[src/rtl/pwm_pkg.sv]
// Shared constants and helpers for the PWM peripheral and its SPI register block.
// Latency: n/a (declarations only).
// Backpressure: n/a.
package pwm_pkg;

  localparam int PWM_CNT_W        = 8;
  localparam int PRESCALE_DEFAULT = 3000;
  localparam int PRESCALE_W       = 16;

  // Register map shared with the SPI register block.
  localparam logic [7:0] ADDR_EN_OUT_7_0  = 8'h00;
  localparam logic [7:0] ADDR_EN_OUT_15_8 = 8'h01;
  localparam logic [7:0] ADDR_EN_PWM_7_0  = 8'h02;
  localparam logic [7:0] ADDR_EN_PWM_15_8 = 8'h03;
  localparam logic [7:0] ADDR_PWM_DUTY    = 8'h04;

  typedef logic [PWM_CNT_W-1:0] pwm_cnt_t;

  localparam pwm_cnt_t PWM_CNT_MAX = '1;

  // Full-scale duty must be solidly high, so it bypasses the compare.
  function automatic logic pwm_level_f(input pwm_cnt_t cnt, input pwm_cnt_t duty);
    return (duty == PWM_CNT_MAX) || (cnt < duty);
  endfunction

endpackage

[src/rtl/pwm_timebase.sv]
// Prescaler plus 8-bit PWM counter; one counter step every PRESCALE clk cycles.
// Latency: tick and wrap are combinational from the counter state.
// Backpressure: none, free-running once out of reset.
module pwm_timebase
  import pwm_pkg::*;
#(
  parameter int PRESCALE = PRESCALE_DEFAULT
) (
  input  logic     clk,
  input  logic     rst_n,
  output logic     tick,
  output pwm_cnt_t pwm_counter,
  output logic     wrap
);

  localparam logic [PRESCALE_W-1:0] PS_LAST = PRESCALE_W'(PRESCALE - 1);

  logic [PRESCALE_W-1:0] ps_cnt;

  // With PRESCALE = 1 the count sits at 0 and tick stays high every cycle.
  assign tick = (ps_cnt == PS_LAST);
  assign wrap = tick && (pwm_counter == PWM_CNT_MAX);

  // Prescaler counts 0..PRESCALE-1 and returns to 0.
  always_ff @(posedge clk or negedge rst_n) begin
    if (!rst_n) begin
      ps_cnt <= '0;
    end else if (tick) begin
      ps_cnt <= '0;
    end else begin
      ps_cnt <= ps_cnt + PRESCALE_W'(1);
    end
  end

  // PWM counter advances on tick and rolls 255 -> 0 naturally.
  always_ff @(posedge clk or negedge rst_n) begin
    if (!rst_n) begin
      pwm_counter <= '0;
    end else if (tick) begin
      pwm_counter <= pwm_counter + pwm_cnt_t'(1);
    end
  end

endmodule

[src/rtl/pwm_peripheral.sv]
// 16-output PWM peripheral: per-pin enable / static-high / shared-duty PWM.
// Latency: one clk from enables or counter/duty state to out; period_start aligned with counter-0 on out.
// Backpressure: none; register inputs are sampled every clk.
module pwm_peripheral
  import pwm_pkg::*;
#(
  parameter int PRESCALE = PRESCALE_DEFAULT
) (
  input  logic        clk,
  input  logic        rst_n,
  input  logic [7:0]  en_reg_out_7_0,
  input  logic [7:0]  en_reg_out_15_8,
  input  logic [7:0]  en_reg_pwm_7_0,
  input  logic [7:0]  en_reg_pwm_15_8,
  input  logic [7:0]  pwm_duty_cycle,
  output logic [15:0] out,
  output logic        period_start
);

  logic        tick;
  logic        wrap;
  logic        wrap_q;
  logic        duty_load;
  logic        pwm_level;
  pwm_cnt_t    pwm_counter;
  pwm_cnt_t    duty_q;
  logic [15:0] en_out;
  logic [15:0] en_pwm;
  logic [15:0] out_d;

  pwm_timebase #(
    .PRESCALE (PRESCALE)
  ) u_timebase (
    .clk         (clk),
    .rst_n       (rst_n),
    .tick        (tick),
    .pwm_counter (pwm_counter),
    .wrap        (wrap)
  );

  assign en_out = {en_reg_out_15_8, en_reg_out_7_0};
  assign en_pwm = {en_reg_pwm_15_8, en_reg_pwm_7_0};

  // Sample duty only on the last step of a period so the new value starts at counter 0.
  assign duty_load = tick && (pwm_counter == PWM_CNT_MAX);

  assign pwm_level = pwm_level_f(pwm_counter, duty_q);

  // Disabled pins low, enabled non-PWM pins high, PWM pins follow the shared level.
  assign out_d = en_out & (~en_pwm | {16{pwm_level}});

  // Duty shadow: mid-period writes are ignored until the boundary.
  always_ff @(posedge clk or negedge rst_n) begin
    if (!rst_n) begin
      duty_q <= '0;
    end else if (duty_load) begin
      duty_q <= pwm_duty_cycle;
    end
  end

  // Registered pins, so every PWM-mode output switches on the same edge.
  always_ff @(posedge clk or negedge rst_n) begin
    if (!rst_n) begin
      out <= '0;
    end else begin
      out <= out_d;
    end
  end

  // Two-stage delay of wrap: counter reaches 0, then out shows it alongside period_start.
  always_ff @(posedge clk or negedge rst_n) begin
    if (!rst_n) begin
      wrap_q       <= 1'b0;
      period_start <= 1'b0;
    end else begin
      wrap_q       <= wrap;
      period_start <= wrap_q;
    end
  end

endmodule
[config.mk]
export PLATFORM = sky130hd
export DESIGN_NAME = pwm_peripheral
export DESIGN_NICKNAME = d
export VERILOG_FILES = /design/src/rtl/pwm_pkg.sv /design/src/rtl/pwm_timebase.sv /design/src/rtl/pwm_peripheral.sv
export SDC_FILE = /design/constraint.sdc
export NUM_CORES = 1
export LEC_CHECK = 0
export ABC_AREA = 1
export CORE_UTILIZATION = 30
export DETAILED_ROUTE_END_ITERATION = 6
export GPL_ROUTABILITY_DRIVEN = 0
export PLACE_DENSITY = 0.61
export SLEW_MARGIN = 0
export SYNTH_ARGS = -nofsm -noshare
export SYNTH_HDL_FRONTEND = slang
export SYNTH_SLANG_ARGS = --single-unit
[constraint.sdc]
create_clock -name clk -period 4.1 [get_ports clk]
set_input_delay 0.82 -clock clk [delete_from_list [all_inputs] [get_ports clk]]
set_output_delay 0.82 -clock clk [all_outputs]
set_load 0.05 [all_outputs]
Yosys cells after proc, flatten, opt, wreduce, memory -nomap -nowiden
Index checks and enable logic that the tools add are counted.
{"block": "word_totals", "word_cells": 18, "regBits": 50, "out_inout_bits": 17, "in_bits": 42}
{"block": "classes", "n_reduce_logical": 2, "n_addsub": 2, "n_eq_ne": 3, "n_bitwise": 3, "muxes": 1, "n_lt_le_gt_ge": 1}
{"op": "16-bit by 1-bit adder with 16-bit output, second input constant", "n": 1}
{"op": "16-bit AND", "n": 1}
{"op": "16-bit by 12-bit equality test with 1-bit output, second input constant", "n": 1}
{"op": "8-bit equality test, second input constant", "n": 2}
{"op": "16-bit 2-to-1 mux", "n": 1}
{"op": "16-bit inverter", "n": 1}
{"op": "16-bit bitwise OR", "n": 1}
{"op": "8-bit by 1-bit adder with 8-bit output, second input constant", "n": 1}
{"op": "8-bit less-than comparator", "n": 1}
{"op": "1-bit logical AND", "n": 1}
{"op": "1-bit logical OR", "n": 1}

Depth between registers and ports, before layout
Gate-level depths: netlist (run 1).
{"block": "depth", "word_depth": 4, "depth_mapped": 12, "mapped_depth_nobuf": 11}

By module
Synthesis (run 1) repeated with hierarchy kept, for this count alone.
{"block": "unflattened", "hier_cells": 328, "area_unflattened_um2": 2670.1}
{"module": "pwm_timebase", "seq_area_each_um2": 600.6, "cells_each": 193, "area_each_um2": 1410.1, "instances": 1}
{"module": "pwm_peripheral", "seq_area_each_um2": 650.6, "cells_each": 135, "area_each_um2": 1260.0, "instances": 1}

Worst setup path after synthesis (run 1)
Ideal clock, no wire load.
{"block": "synth_timing", "path_kind": "register to register", "from": "register u_timebase.pwm_counter[5]", "to": "register out[10]", "setup_time_ns": 0.063, "required_ns": 4.037, "arrival_time_ns": 1.496, "setup_slack_ns": 2.541, "path_stages_with_launch": 10, "cell_sequence": "dfrtp_1 ha_1 a21oi_1 nor2_1 nor3_1 nand2_1 buf_2 nand3_1 nand2_1 inv_1"}
{"block": "synth_via", "elab_chain_len": 4}
{"element": "start: declaration", "line": "pwm_timebase.sv:12", "rtl": "output pwm_cnt_t pwm_counter,"}
{"element": "start signal: assignment", "line": "pwm_timebase.sv:40", "rtl": "pwm_counter <= pwm_counter + pwm_cnt_t'(1);"}
{"element": "8-bit less-than comparator", "line": "pwm_pkg.sv:23", "rtl": "return (duty == PWM_CNT_MAX) || (cnt < duty);"}
{"element": "1-bit logical OR", "line": "pwm_pkg.sv:23"}
{"element": "16-bit bitwise OR", "line": "pwm_peripheral.sv:50", "rtl": "assign out_d = en_out & (~en_pwm | {16{pwm_level}});"}
{"element": "16-bit AND", "line": "pwm_peripheral.sv:50"}
{"element": "net out_d[10]", "line": "pwm_peripheral.sv:29", "rtl": "logic [15:0] out_d;"}
{"element": "end signal: assignment", "line": "pwm_peripheral.sv:66", "rtl": "out <= out_d;"}
{"element": "end: declaration", "line": "pwm_peripheral.sv:16", "rtl": "output logic [15:0] out,"}
The timed path passes the listed nets, and every way through them passes these cells.
A chain may end at the register's enable or synchronous reset.

Worst setup path after layout (run 1)
{"block": "layout_timing", "from": "register out[14]", "to": "output out[14]"}
No word-level cell between the ends.

==> flow_summary.toml, run 1 <==
[die]
die_area_um2 = 8873
row_count = 33
core_area_um2 = 8217
die_w_um = 94.20
start_util_pct = 31.03
io-pin-count = 59
dieHeight_um = 94.20

[synthesis]
synth_most_common_cell = "nand2_1"
synth_edf_count = 0
yosysUniqueCellTypes = 25
synthTopCellsByArea = "dfrtp_1 (49%), nand2_1 (11%), inv_1 (7.7%)"
synth-warning-count = 0
syn-mean-instance-area_um2 = 8.444
ys.flop_type = "dfrtp_1"
ys_ff_latch = 50
synth_top_area_share_pct = 49.07
ys_async_sr_fraction_pct = 100.0
netlist_top_cells_count = "nand2_1 (74), inv_1 (52), dfrtp_1 (50)"
synth_seq_area_share_pct = 49.07
synth_area_leader_cell = "dfrtp_1"
synth_area_um2 = 2550
synthCells = 302
syn_nets = 353

[route]
drtPass1Iterations = 4
routed-via-count = 2058
drc = 0
detail_route.iter0.violations = 132
wire_per_inst_um = 11.05
antenna_left = 0
drt-total-wl_um = 5203
detail_route.vias_per_cell = 4.369

[pwr]
leakagePower_uw = 0.001749
pwr-share-seq_pct = 52.1
cellPowerDensity_nw_per_um2 = 287.2
power.internal_uw = 732.8
ir_drop_mv = 0.1661
p_sw_share_pct = 24.00
p_sw_uw = 231.4
p_comb_share_pct = 10.7
pwr-share-clk_pct = 37.2
finalPower_uw = 964.2

[setup_path]
cp_top_family = "buffers and inverters"
crit_buf_inv = 1
cp_slowest_cell = "clkdlybuf4s50_1"
timing.critical_path.cells = "clkdlybuf4s50_1"
crit_path_end_kind = "output port"
path_max_fanout = 1
arrival_ns = 1.45
crit_type = "flip-flop to output port"
crit_path_start_kind = "flip-flop"
critical_path.max_stage_delay_ns = 0.80
required_ns = 3.28

[clocking]
clock-root-buffer = "clkbuf_8"
cts_setup_buffers = 0
ctsHtreeMaxLevel = 2
cts-buffers-inserted = 5
clkTransAtPathRegs_ns = 0.10
worstSkewPairLatency_ns = 0.31
cts_resized = 0
hold_buffers = 0
cts.sinks = 50
cts_tree = "built"
cts_max_path_buffers = 2

[grt]
grt_start_max_net_pins = 36
grt_pass1_vias = 2005
antenna_found_initial = 0
grt.overflow.total = 0
grt_first_pass_wirelength_um = 8990
track_usage_pct = 12.86

[sta]
slew_headroom_pct = 47.93
finalMaxSlewViolations = 0
hold_violations = 0
rsz0062_at_grt = "no"
tightestPinTransition_ns = 0.7810
clock.fmax_ghz = 0.4403
fin_skew_ns = 0.009225
setup_viol = 0
period_minus_slack_ns = 2.271
tns_ns = 0
layout_worst_path_cycle_share_pct = 55.39

[cells_and_area]
drive_gt1_share_pct = 11.20
antennaDiodeCount = 0
final_nets = 416
fin_util_pct = 40.86
syn2layout_area_growth_pct = 31.65

[flow_run]
drv_cap = 0

[min_path]
hp-class = "flip-flop to flip-flop"

[placed_design]
portBuffers = 58
hpwlAfterDp_um = 3929

[status]
status = "completed"
## layout by cell type, fill, tap and decap left out
| cell | n |
|---|---|
| nand4_2 | 1 |
| xor2_1 | 11 |
| xnor2_1 | 3 |
| buf_2 | 1 |
| nand3_1 | 28 |
| nor4_1 | 1 |
| a21oi_1 | 3 |
| bufinv_16 | 1 |
| clkbuf_8 | 5 |
| inv_1 | 52 |
| nor2_2 | 2 |
| nor4_4 | 1 |
| o21ai_1 | 1 |
| clkinvlp_4 | 2 |
| o21ai_0 | 2 |
| nand4_1 | 5 |
| dfrtp_1 | 50 |
| clkinv_2 | 1 |
| clkdlybuf4s50_1 | 57 |
| inv_2 | 6 |
| nor3_2 | 4 |
| nand2_1 | 74 |
| nor2_1 | 20 |
| ha_1 | 9 |
| nor3_1 | 9 |
| o21ai_2 | 8 |
| nand2_2 | 6 |
| buf_4 | 1 |
| nand3_2 | 2 |
## logic make-up after synthesis
group | synth area share, %
flip-flops | 49.07
adder cells (fa/ha/maj) | 4.416
AO/OA/AOI/OAI | 3.925
XOR/XNOR | 4.809
buffers and inverters | 9.568
AND/OR/NAND/NOR | 28.21
## per-stage QoR
step | instances | hold slack [ns] | instance area [µm²] | worst slack, ns
2_1_floorplan | 302 | 0.3312 | 2550 | 2.541
3_3_place_gp | 463 | 0.3336 | 3243 | 2.175
3_5_place_dp | 463 | 0.3347 | 3243 | 2.161
4_1_cts | 471 | 0.3593 | 3357 | 1.809
5_1_grt | 471 | 0.3687 | 3357 | 1.775
6_report | 471 | 0.3570 | 3357 | 1.829
## cell type report
cell class                 instances  area, µm²
clock buffer                       5      68.82
clock inverter                     3      45.04
fill                             807       4860
inverter                          59      222.7
multi-input combinational        190       1055
sequential                        50       1251
tap                              105      131.4
timing repair buffer              59      583.1
## power by group through the flow
stage	Combinational (µW)	Clock, µW	Sequential, µW
2_1_floorplan	8.11	0	542
3_3_place_gp	104	0	512
3_5_place_dp	105	0	513
4_1_cts	105	369	503
5_1_grt	111	390	504
6_report	103	358	503
## final timing paths
path | startpoint | endpoint | slack (ns) | depth (start not counted)
max reg2reg | u_timebase.pwm_counter[5] | out[15] | 2.25 | 8
min reg2reg | wrap_q | period_start | 0.36 | 0
max | out[14] | out[14] | 1.83 | 1
max in group asynchronous | rst_n | u_timebase.ps_cnt[7] | 2.78 | 2
min | wrap_q | period_start | 0.36 | 0
min in group asynchronous | rst_n | u_timebase.pwm_counter[1] | 0.58 | 1
## routing by layer
layer	part of all wire [%]	vias to the layer above	track usage (%)
met5	0	-	0
met4	0.85	0	3.077
met3	5.2	6	3.398
met2	47	47	20.53
met1	47	943	17.25
li1	-	1062	-
## flip-flops by register name, indices dropped and copies added, names as in the netlist
signal,count
out,16
u_timebase.ps_cnt,16
duty_q,8
u_timebase.pwm_counter,8
period_start,1
wrap_q,1
(Power assumes the default switching activity.)
==> inputs of run 2 (changes only) <==
- clock period: 4.1 -> 2.2 ns (I/O delays scaled with it)
==> run 2 against run 1 <==
Compared with the run above:
- hold slack got worse by 0.12 ns
- largest power group unchanged
- final cell count did not move
- sequential share of layout area rose by 0.25 points
- global-route usage fell by 0.27 points
- critical path depth did not move
- non-clock buffer count did not move
- die area did not move
- core utilization fell by 0.27 points
- count of clock-buffer cells in the layout rose by 2
==> flow_summary.toml, run 2 (synthesized netlist as in run 1, its figures left out) <==
[status]
status = "completed"

[route]
drc = 0
detail_route.iter0.violations = 68
drt-total-wl_um = 5018
detail_route.vias_per_cell = 4.259
antenna_left = 0
routed-via-count = 2006
drtPass1Iterations = 4
wire_per_inst_um = 10.65

[sta]
finalMaxSlewViolations = 0
period_minus_slack_ns = 1.907
rsz0062_at_grt = "no"
clock.fmax_ghz = 0.5244
tightestPinTransition_ns = 0.6304
setup_viol = 0
fin_skew_ns = 0.006647
layout_worst_path_cycle_share_pct = 86.68
slew_headroom_pct = 57.97
tns_ns = 0
hold_violations = 0

[setup_path]
cp_top_family = "buffers and inverters"
cp-startpoint = "out[13]"
crit_type = "flip-flop to output port"
timing.critical_path.cells = "clkdlybuf4s50_1"
crit_path_start_kind = "flip-flop"
rr_worst_depth = 8
crit_buf_inv = 1
path_max_fanout = 1
crit_path_end_kind = "output port"
cp_slowest_cell = "clkdlybuf4s50_1"
arrival_ns = 1.47
critical_path.max_stage_delay_ns = 0.80
required_ns = 1.76
rrSetupSlack_ns = 0.37
reg2reg_from = "u_timebase.pwm_counter[5]"
r2r_end = "out[8]"

[grt]
track_usage_pct = 12.59
grt_start_max_net_pins = 51
grt.overflow.total = 0
antenna_found_initial = 0
grt_first_pass_wirelength_um = 8666
grt_pass1_vias = 1888

[die]
row_count = 33
core_area_um2 = 8217
die_w_um = 94.20
die_area_um2 = 8873
io-pin-count = 59
dieHeight_um = 94.20
start_util_pct = 31.03

[clocking]
worstSkewPairLatency_ns = 0.30
cts_max_path_buffers = 2
hold_buffers = 0
cts_setup_buffers = 0
clock-root-buffer = "clkbuf_8"
ctsHtreeMaxLevel = 2
clkTransAtPathRegs_ns = 0.09
cts_resized = 0
cts-buffers-inserted = 5
cts.sinks = 50
cts_tree = "built"

[placed_design]
dp.cells = 463
hpwlAfterDp_um = 3799
portBuffers = 58

[cells_and_area]
antennaDiodeCount = 0
fillerInstances = 830
syn2layout_area_growth_pct = 30.77
layout_commonest_cell = "nand2_1"
final_cell_mix = "nand2_1 (74), clkdlybuf4s50_1 (57), inv_1 (52), dfrtp_1 (50), nand3_1 (28)"
drive_gt1_share_pct = 10.93
final_cells = 471
final_nets = 416
top_regs = "out (16), u_timebase.ps_cnt (16)"

[pwr]
ir_drop_mv = 0.2735
cellPowerDensity_nw_per_um2 = 503.4
leakagePower_uw = 0.001747

[min_path]
hp-class = "input pin to asynchronous set/reset pin"

[flow_run]
drv_cap = 0
==> run 2: changes by cell type in the layout (fill, tap and decap cells not counted) <==
cell / delta
clkbuf_8: +1
clkinvlp_4: -2
clkinv_2: +1
clkbuf_1: +1
bufinv_16: -1
==> run 2: worst max path at each step <==
stage                     slack [ns]  depth (start not counted)      end
after detailed placement        0.37                          8   out[8]
after floorplan                 0.64                          9  out[10]
after global routing            0.17                          8   out[5]
after CTS                       0.27                          1  out[13]
final                           0.29                          1  out[13]
after global placement          0.38                          8  out[14]
==> run 2: routing by layer <==
layer / global-route usage (%) / part of all wire, %
met5: 0 / 0
met4: 4.231 / 1.4
met3: 3.964 / 5.7
met2: 20.53 / 49
met1: 15.63 / 44
==> run 2: layout make-up <==
class,instances,area (µm²),share of cell area (%)
Sequential cell,50,1251,37.52
Multi-Input combinational cell,190,1055,31.63
Timing Repair Buffer,59,583.1,17.49
Inverter,59,222.7,6.679
Tap cell,105,131.4,3.940
Clock buffer,7,86.33,2.589
Clock inverter,1,5.005,0.1501
==> run 2: power breakdown <==
part | switching, µW | internal [µW]
clock network | 296 | 254
logic | 97.9 | 93.9
registers | 4.00 | 933
total | 397 | 1280
==> run 2: per-stage QoR <==
| stage | hold WS [ns] | setup slack, ns | cell area (µm²) | util (%) | power, µW |
|---|---|---|---|---|---|
| finish | 0.2327 | 0.2930 | 3334 | 40.58 | 1678 |
| CTS | 0.2670 | 0.2749 | 3334 | 40.58 | 1709 |
| global placement | 0.3345 | 0.3776 | 3243 | 39.47 | 1150 |
| floorplan | 0.1444 | 0.6412 | 2550 | - | 1025 |
| detailed placement | 0.3378 | 0.3700 | 3243 | 39.47 | 1151 |
| global route | 0.2973 | 0.1702 | 3334 | 40.58 | 1756 |
